**src/rtl/lcd_read_nibbles.sv**
```systemverilog
// lcd_read_nibbles: two-nibble HD44780 read cycle on the 4-bit LCD bus.
// Define LCD_BUSY_POLL_EN to repeat status reads while busy, with a POLL_MAX timeout.
module lcd_read_nibbles #(
  parameter int T_SETUP = 2,
  parameter int T_EHIGH = 12,
  parameter int T_NIBGAP = 50,
  parameter int T_HOLD = 1
`ifdef LCD_BUSY_POLL_EN
  ,
  parameter int POLL_MAX = 1000
`endif
) (
  input  logic       clk,
  input  logic       rst,
  input  logic       start,
  input  logic       rs_sel,
  input  logic [3:0] sf_d_in,
  output logic       lcd_rs,
  output logic       lcd_rw,
  output logic       lcd_e,
  output logic       bus_release,
  output logic [7:0] data,
  output logic       busy_flag,
  output logic [6:0] addr,
  output logic       valid,
  output logic       ready,
  output logic       timeout
);
  typedef enum logic [3:0] {IDLE, RELEASE, SETUP, EH_HI, GAP, EH_LO, HOLD, RWDROP, DONE} state_t;
  state_t state, ns;
  logic [15:0] cnt;
  logic [3:0] hi, lo;
  logic rs_q, gap_hi, last, poll_again;
  assign last = cnt == 16'd0;
  assign addr = data[6:0];
  function automatic logic [15:0] dur(input state_t s);
    case (s)
      SETUP: dur = 16'(T_SETUP - 1);
      EH_HI, EH_LO: dur = 16'(T_EHIGH - 1);
      GAP: dur = 16'(T_NIBGAP - 1);
      HOLD: dur = 16'(T_HOLD - 1);
      default: dur = 16'd0;
    endcase
  endfunction
  always_comb begin
    ns = state;
    case (state)
      IDLE, DONE: ns = start ? RELEASE : IDLE;
      RELEASE: ns = SETUP;
      SETUP: ns = last ? EH_HI : SETUP;
      EH_HI: ns = last ? GAP : EH_HI;
      GAP: ns = last ? (gap_hi ? EH_HI : EH_LO) : GAP;
      EH_LO: ns = last ? (poll_again ? GAP : HOLD) : EH_LO;
      HOLD: ns = last ? RWDROP : HOLD;
      RWDROP: ns = DONE;
      default: ns = IDLE;
    endcase
  end
  // outputs are registered from the next state so they line up with it exactly
  always_ff @(posedge clk or posedge rst)
    if (rst) begin
      state <= IDLE;
      cnt <= '0;
      hi <= '0;
      lo <= '0;
      rs_q <= 1'b0;
      gap_hi <= 1'b0;
      lcd_rs <= 1'b0;
      lcd_rw <= 1'b0;
      lcd_e <= 1'b0;
      bus_release <= 1'b0;
      data <= '0;
      busy_flag <= 1'b0;
      valid <= 1'b0;
      ready <= 1'b1;
    end else begin
      state <= ns;
      cnt <= ns == state ? cnt - 16'd1 : dur(ns);
      rs_q <= ns == RELEASE ? rs_sel : rs_q;
      hi <= state == EH_HI && last ? sf_d_in : hi;
      lo <= state == EH_LO && last ? sf_d_in : lo;
      gap_hi <= state == EH_LO ? 1'b1 : state == EH_HI ? 1'b0 : gap_hi;
      lcd_e <= ns == EH_HI || ns == EH_LO;
      lcd_rw <= ns inside {SETUP, EH_HI, GAP, EH_LO, HOLD};
      lcd_rs <= ns inside {SETUP, EH_HI, GAP, EH_LO, HOLD} && rs_q;
      bus_release <= !(ns inside {IDLE, DONE});
      data <= ns == DONE ? {hi, lo} : data;
      busy_flag <= ns == DONE ? !rs_q && hi[3] : busy_flag;
      valid <= ns == DONE;
      ready <= ns == IDLE || ns == DONE;
    end
`ifdef LCD_BUSY_POLL_EN
  logic [15:0] polls;
  logic busy_rd, to_q;
  assign busy_rd = !rs_q && hi[3];
  assign poll_again = busy_rd && polls + 16'd1 != 16'(POLL_MAX);
  always_ff @(posedge clk or posedge rst)
    if (rst) begin
      polls <= '0;
      to_q <= 1'b0;
      timeout <= 1'b0;
    end else begin
      polls <= ns == RELEASE ? '0 : state == EH_LO && last ? polls + 16'd1 : polls;
      to_q <= ns == RELEASE ? 1'b0 : state == EH_LO && last ? busy_rd : to_q;
      timeout <= ns == DONE && to_q;
    end
`else
  assign poll_again = 1'b0;
  assign timeout = 1'b0;
`endif
endmodule

```
**config.mk**
```make
export PLATFORM = sky130hd
export DESIGN_NAME = lcd_read_nibbles
export DESIGN_NICKNAME = d
export VERILOG_FILES = /design/src/rtl/lcd_read_nibbles.sv
export SDC_FILE = /design/constraint.sdc
export NUM_CORES = 1
export LEC_CHECK = 0
export ABC_CLOCK_PERIOD_IN_PS = 2300
export CAP_MARGIN = 20
export CORE_MARGIN = 2
export CORE_UTILIZATION = 50
export CTS_CLUSTER_SIZE = 20
export DETAILED_ROUTE_END_ITERATION = 8
export PLACE_DENSITY_LB_ADDON = 0.2
export SETUP_SLACK_MARGIN = 0.5
export SLEW_MARGIN = 20
export SYNTH_ARGS = -nofsm -noshare
export SYNTH_HDL_FRONTEND = slang
export SYNTH_SLANG_ARGS = --single-unit
```
**constraint.sdc**
```tcl
create_clock -name clk -period 2.3 [get_ports clk]
set_input_delay 0.46 -clock clk [delete_from_list [all_inputs] [get_ports clk]]
set_output_delay 0.46 -clock clk [all_outputs]
set_load 0.005 [all_outputs]
```
==> metrics.md, run 1 <==
| Metric | Value |
|---|---|
| Post-Syn Area | `2170 sq um` |
| Slew Limit Fails | `0` |
| Hold depth | `2` |
| Initial core utilization | `53.2%` |
| CP Launch Type | `flop` |
| Reg-to-Reg Start | `cnt[0]` |
| CTS tree | `done` |
| CP Cell Sequence | `inv_2 > ha_4 > nor4b_4 > and4_4 > buf_6 > xnor2_1 > or3_4 > mux2i_1` |
| Syn_area_per_cell | `10.2 sq um` |
| Fin Setup TNS | `0 ps` |
| Worst-case reg-to-reg path depth | `8` |
| Total Wirelength | `4.74 mm` |
| DRT antenna net count | `0` |
| Routed met3 length | `127 um` |
| Final Setup Violations | `0` |
| Synth Flop Type | `dfrtp_1` |
| HP Start | `hi[0]` |
| Hpwl dp | `2.89 mm` |
| Highest metal used | `met4` |
| Crit path required time | `2530 ps` |
| CP Class | `flop to flop` |
| DR vias | `1654` |
| Die width | `69.9 um` |
| Register area share after synthesis | `51.9%` |
| Yosys warnings | `0` |
| M1 WL | `2.22 mm` |
| RSZ-0062 raised after global routing | `true` |
| Worst hold-check path type | `flop to flop` |
| Core area | `4090 sq um` |
| Final hold violations | `0` |
| Post-synth cell types | `48` |
| Die ar. | `4890 sq um` |
| Crit share post-route | `88.8%` |
| GPL Wtd Cong | `0.862` |
| CP Max Fanout | `4` |
| Pin count of the biggest net entering global routing | `46` |
| Crit end category | `flop` |
| Register bit count reported by yosys | `45` |
| R2r endpoint | `cnt[1]` |
| Row Count | `23` |
| Layout Cells excl Fill | `313` |
| DRC Markers | `0` |
| Vias in the first global route | `1584` |
| Initial DRC Count | `98` |
| Die Y | `69.9 um` |
| WHS Endpoint | `data[4]` |
| Syn_nets | `223` |
| CP arrival | `2270 ps` |
| Inst Count DP | `283` |
| H-tree depth | `2` |
| Leak | `1.30 nW` |
| DR WL/cell | `15.2 um` |
| Number of flops mapped to enable cells by yosys | `0` |
| Filler instances | `276` |
| Worst-margin pin slew | `558 ps` |
| Nets@finish | `272` |
| Port bufs | `29` |
| R2R setup slack | `260 ps` |
| CTS buffer count | `5` |
| Max frequency | `0.490 GHz` |
| ANT cells | `0` |
| Asr flop ratio synth | `100%` |
| Worst skew pair latency | `300 ps` |
| Share of cells above drive strength 1 | `30.8%` |
| Worst path max stage delay | `410 ps` |
| Global route total overflow | `0` |
| Initial antenna violation count | `0` |
| Power per cell area | `1040 nW/um^2` |
| First-pass detailed-route iteration total | `4` |
| Clk pin slew, worst setup/hold paths | `90 ps` |
| Hold Buf Count CTS | `0` |
| CTS Buffer Depth | `2` |
| First-pass GRT wire length | `7.47 mm` |
| Normalized max-slew margin | `62.5%` |
| Synth Instances | `213` |
| Root buffer cell | `clkbuf_8` |
| Max cap viols | `0` |
| Crit path from | `cnt[0]` |
| I/O Pins | `31` |
| Clock Sinks | `45` |
| Critical path's slowest cell | `dfrtp_1` |
| DR WL met2 | `2.34 mm` |
| Area growth, synth to finish | `36.0%` |
| Min Tclk post-route | `2040 ps` |
| Status | `finished, final reports clean` |
| VDD IR-drop max | `0.000798 V` |
| Tot GR Track Use | `19.2%` |
| Vias per inst | `5.28` |
| Worst Skew | `6.28 ps` |
[worst max-delay path, delay by kind of cell (launching register included)]
family | cells | cell delay [ps]
and+or+nand+nor | 3 | 1020
DFF | 1 | 410
buffers and inverters | 2 | 210
muxes | 1 | 140
adders and majority gates | 1 | 130
xor gates and xnor gates | 1 | 50
[placed cells by master, fill, tap and decap left out, drive strengths merged, types with 2 or more instances in the layout]
master and instances:
dfrtp 44, nand2 33, buf 30, clkdlybuf4s50 28, nor2 20, mux2 9, xnor2 8, inv 8
a21oi 7, xor2 5, clkbuf 5, nor4 5, o21ai 5, nand3 4, nand2b 4, o22ai 4
nand4 4, nor3 3, or3 3, clkinvlp 2, or2 2, a31oi 2, o21a 2, and4 2
mux2i 2, clkinv 2, ha 2
[report_power, final]
group          internal [W]  total [W]  switching, W
Sequential          0.00102    0.00129      0.000263
Combinational      0.000689    0.00118      0.000488
Clock              0.000325   0.000603      0.000278
[worst max-delay path by stage]
stage,slack [ps],to,cells after the start
floorplan,360,lcd_rs,6
detailed placement,150,lcd_rs,7
finish,260,cnt[1],8
global route,170,hi[1],7
global placement,200,lcd_rs,7
CTS,330,lcd_rs,7
[kinds of logic (layout without fill, tap and decap cells)]
group | count (synthesis) | in the layout | synth area share [%]
simple gates | 85 | 85 | 20.6
flops | 45 | 45 | 51.9
compound gates | 29 | 29 | 8.87
buf+inv | 27 | 77 | 6.56
xor+xnor | 13 | 13 | 5.24
mux | 11 | 11 | 5.58
fa+ha+maj | 2 | 2 | 1.15
other cells | 1 | 1 | 0.173
[synth_stat cells (3+ instances only)]
master	n	area, sq um
nand2_1	33	124
nand4_1	3	18.8
nand3_1	4	20.0
o22ai_1	4	25.0
xor2_1	5	43.8
clkbuf_1	4	15.0
dfrtp_1	44	1100
buf_2	3	15.0
inv_1	9	33.8
nor3_1	3	15.0
nor2_1	20	75.1
mux2_2	9	101
o21ai_0	5	25.0
xnor2_1	8	70.1
nand2b_1	4	25.0
a21oi_1	7	35.0
buf_4	8	60.1
[area by class of cell]
cell class	instances	area [sq um]	area share (%)
clock buffers	5	68.8	2.33
flip-flops and latches	45	1130	38.3
clock inverters	3	46.3	1.57
multi-input cells	141	1050	35.4
well taps	50	62.6	2.12
inverters	10	41.3	1.40
repair buffers	59	559	18.9
[state kept, by name, summed over array words and instances (netlist names)]
| register | count |
|---|---|
| valid | 1 |
| data | 8 |
| bus_release | 1 |
| rs_q | 1 |
| hi | 4 |
| gap_hi | 1 |
| lcd_rs | 1 |
| ready | 1 |
| cnt | 16 |
| busy_flag | 1 |
| state | 4 |
| lo | 4 |
| lcd_rw | 1 |
| lcd_e | 1 |
[what timing repair did]
item | in CTS | in global routing
buffers inserted | 13 | 8
pin swaps | 9 | 14
gates resized for setup | 21 | 26
endpoints found under the setup margin | 31 | 39
gates cloned | 1 | 0
[through the flow]
| stage | util [%] | cell area [sq um] | setup slack [ps] | total power, W | hold WS [ps] |
|---|---|---|---|---|---|
| 2_1_floorplan | - | 2200 | 359 | 0.00185 | 433 |
| 3_3_place_gp | 61.5 | 2510 | 199 | 0.00213 | 447 |
| 3_5_place_dp | 61.5 | 2510 | 154 | 0.00215 | 453 |
| 4_1_cts | 68.6 | 2800 | 327 | 0.00291 | 476 |
| 5_1_grt | 72.3 | 2960 | 168 | 0.00326 | 513 |
| 6_report | 72.3 | 2960 | 258 | 0.00307 | 470 |
[metal layers]
layer  track usage [%]  vias up
met3              4.47        4
met1              27.4      802
met2              29.3       28
met4              5.77        0
li1                  -      820
met5                 0        -
No activity file was read; power rests on OpenSTA's default activity.
==> run 2, diff against run 1 <==
--- a/config.mk
+++ b/config.mk
@@ -11,6 +11,7 @@
 export CORE_UTILIZATION = 50
 export CTS_CLUSTER_SIZE = 20
 export DETAILED_ROUTE_END_ITERATION = 8
+export DONT_BUFFER_PORTS = 1
 export PLACE_DENSITY_LB_ADDON = 0.2
 export SETUP_SLACK_MARGIN = 0.5
 export SLEW_MARGIN = 20
==> metrics.md, run 2 (synthesis results as in run 1) <==
| Metric | Value |
|---|---|
| Power per cell area | `1090 nW/um^2 (+5.4%)` |
| Worst skew pair latency | `300 ps (about the same)` |
| Vias per inst | `5.72 (+8.2%)` |
| Die width | `69.9 um (unchanged)` |
| Worst Skew | `2.92 ps (-3.36 ps)` |
| Leak | `1.17 nW (-10%)` |
| CP Class | `flop to flop` |
| Die Y | `69.9 um (unchanged)` |
| Commonest non-fill, non-tap cells in the layout | `dfrtp_1 (41), nand2_1 (33), buf_4 (26)` |
| H-tree depth | `2 (unchanged)` |
| Biggest regs | `cnt x16, data x8` |
| Top reg by flops | `cnt` |
| Initial core utilization | `53.2% (unchanged)` |
| Nets@finish | `241 (-11%)` |
| Worst-margin pin slew | `710 ps (+152 ps)` |
| CTS buffer count | `5 (unchanged)` |
| DRT antenna net count | `0 (unchanged)` |
| Normalized max-slew margin | `52.4% (-10 points)` |
| Initial antenna violation count | `0 (unchanged)` |
| CP arrival | `2210 ps (-60 ps)` |
| Slew Limit Fails | `0 (unchanged)` |
| CTS tree | `done` |
| Crit path required time | `2500 ps (-30 ps)` |
| Critical path's slowest cell | `dfrtp_1` |
| Max frequency | `0.497 GHz (+1.5%)` |
| GPL Wtd Cong | `0.955 (+11%)` |
| First-pass GRT wire length | `7.79 mm (+4.3%)` |
| Tot GR Track Use | `20.0% (+0.76 points)` |
| Final Setup Violations | `0 (unchanged)` |
| Fin Setup TNS | `0 ps (unchanged)` |
| Worst hold-check path type | `input port to asynchronous set/reset pin` |
| Pin count of the biggest net entering global routing | `22 (-52%)` |
| Area growth, synth to finish | `17.3%` |
| DRC Markers | `0 (unchanged)` |
| Max cap viols | `0 (unchanged)` |
| Die ar. | `4890 sq um (unchanged)` |
| First-pass detailed-route iteration total | `5 (+1)` |
| CP Max Fanout | `16 (+12)` |
| Delay-heaviest family, CP | `compound AO/OA/AOI/OAI gates` |
| Hold Buf Count CTS | `0 (unchanged)` |
| DR WL/cell | `16.7 um (+10%)` |
| Final hold violations | `0 (unchanged)` |
| RSZ-0062 raised after global routing | `true` |
| I/O Pins | `31 (unchanged)` |
| Clock Sinks | `45 (unchanged)` |
| Crit share post-route | `87.5% (-1.3 points)` |
| Buf/Inv on CP | `0 (-2)` |
| Total Wirelength | `4.71 mm (-0.80%)` |
| Crit end category | `flop` |
| CP Launch Type | `flop` |
| ANT cells | `0 (unchanged)` |
| Leading cell type in the layout, fill and taps excluded | `dfrtp_1` |
| Root buffer cell | `clkbuf_8` |
| Port bufs | `0 (-100%)` |
| Row Count | `23 (unchanged)` |
| Finished Core Util | `62.4% (-9.9 points)` |
| DR vias | `1613 (-2.5%)` |
| Global route total overflow | `0 (unchanged)` |
| CP Cell Sequence | `a31oi_1 > nand3_1 > mux2i_4 > a2bb2o_4 > o211a_1` |
| Vias in the first global route | `1641 (+3.6%)` |
| Share of cells above drive strength 1 | `30.6% (-0.20 points)` |
| Worst path max stage delay | `580 ps (+170 ps)` |
| Status | `finished, final reports clean` |
| CTS Buffer Depth | `2 (unchanged)` |
| Initial DRC Count | `95 (-3.1%)` |
| Clk pin slew, worst setup/hold paths | `90 ps (about the same)` |
| Core area | `4090 sq um (unchanged)` |
| VDD IR-drop max | `0.000553 V (-31%)` |
| Largest register FFs | `16 (unchanged)` |
| Min Tclk post-route | `2010 ps (-30.6 ps)` |
| Hpwl dp | `3.16 mm (+9.2%)` |
run 2: path summary, 6_finish.rpt:
kind / startpoint / to / slack, ps / depth (start not counted)
setup / recovery: state[0] / lcd_rs / 290 / 5
max in group asynchronous: rst / ready / 1620 / 2
setup reg to reg: state[0] / lcd_rs / 290 / 5
min in group clk: sf_d_in[3] / hi[3] / 300 / 1
hold / removal: rst / lo[2] / 70 / 1
hold reg to reg: lo[3] / data[3] / 490 / 2
run 2: per-stage QoR:
stage | instance area (sq um) | worst slack, ps | instances | total power [W] | hold slack (ps)
after floorplan | 2200 | 359 | 213 | 0.00185 | 433
after global placement | 2230 | 209 | 255 | 0.00195 | 392
after detailed placement | 2230 | 162 | 255 | 0.00200 | 401
after CTS | 2450 | 338 | 275 | 0.00265 | 72.7
after global routing | 2550 | 181 | 282 | 0.00298 | 96.0
final | 2550 | 288 | 282 | 0.00279 | 66.5
run 2: final cells by class:
| class | instances | area (sq um) |
|---|---|---|
| well taps | 50 | 62.6 |
| multi-input cells | 141 | 1010 |
| repair buffers | 28 | 218 |
| clock inverters | 3 | 21.3 |
| flip-flops and latches | 45 | 1130 |
| clock buffers | 5 | 68.8 |
| inverters | 10 | 37.5 |
| fillers | 335 | 1540 |
run 2: report_power, final:
| group | total, W | internal, W | switching, W |
|---|---|---|---|
| clock | 0.000498 | 0.000216 | 0.000282 |
| combinational | 0.000963 | 0.000521 | 0.000442 |
| sequential | 0.00133 | 0.00102 | 0.000303 |
run 2: repair_timing:
action | CTS | global route
pin swaps | 8 | 5
setup buffers | 12 | 7
setup endpoints to repair | 30 | 40
resized for setup | 13 | 11
run 2: routing by layer:
| metal | part of all wire [%] | global-route usage, % | routed length [um] |
|---|---|---|---|
| met2 | 50 | 32.7 | 2350 |
| met4 | 2.3 | 6.84 | 107 |
| met3 | 5.2 | 5.63 | 245 |
| met1 | 43 | 25.5 | 2010 |
| met5 | 0 | 0 | 0 |
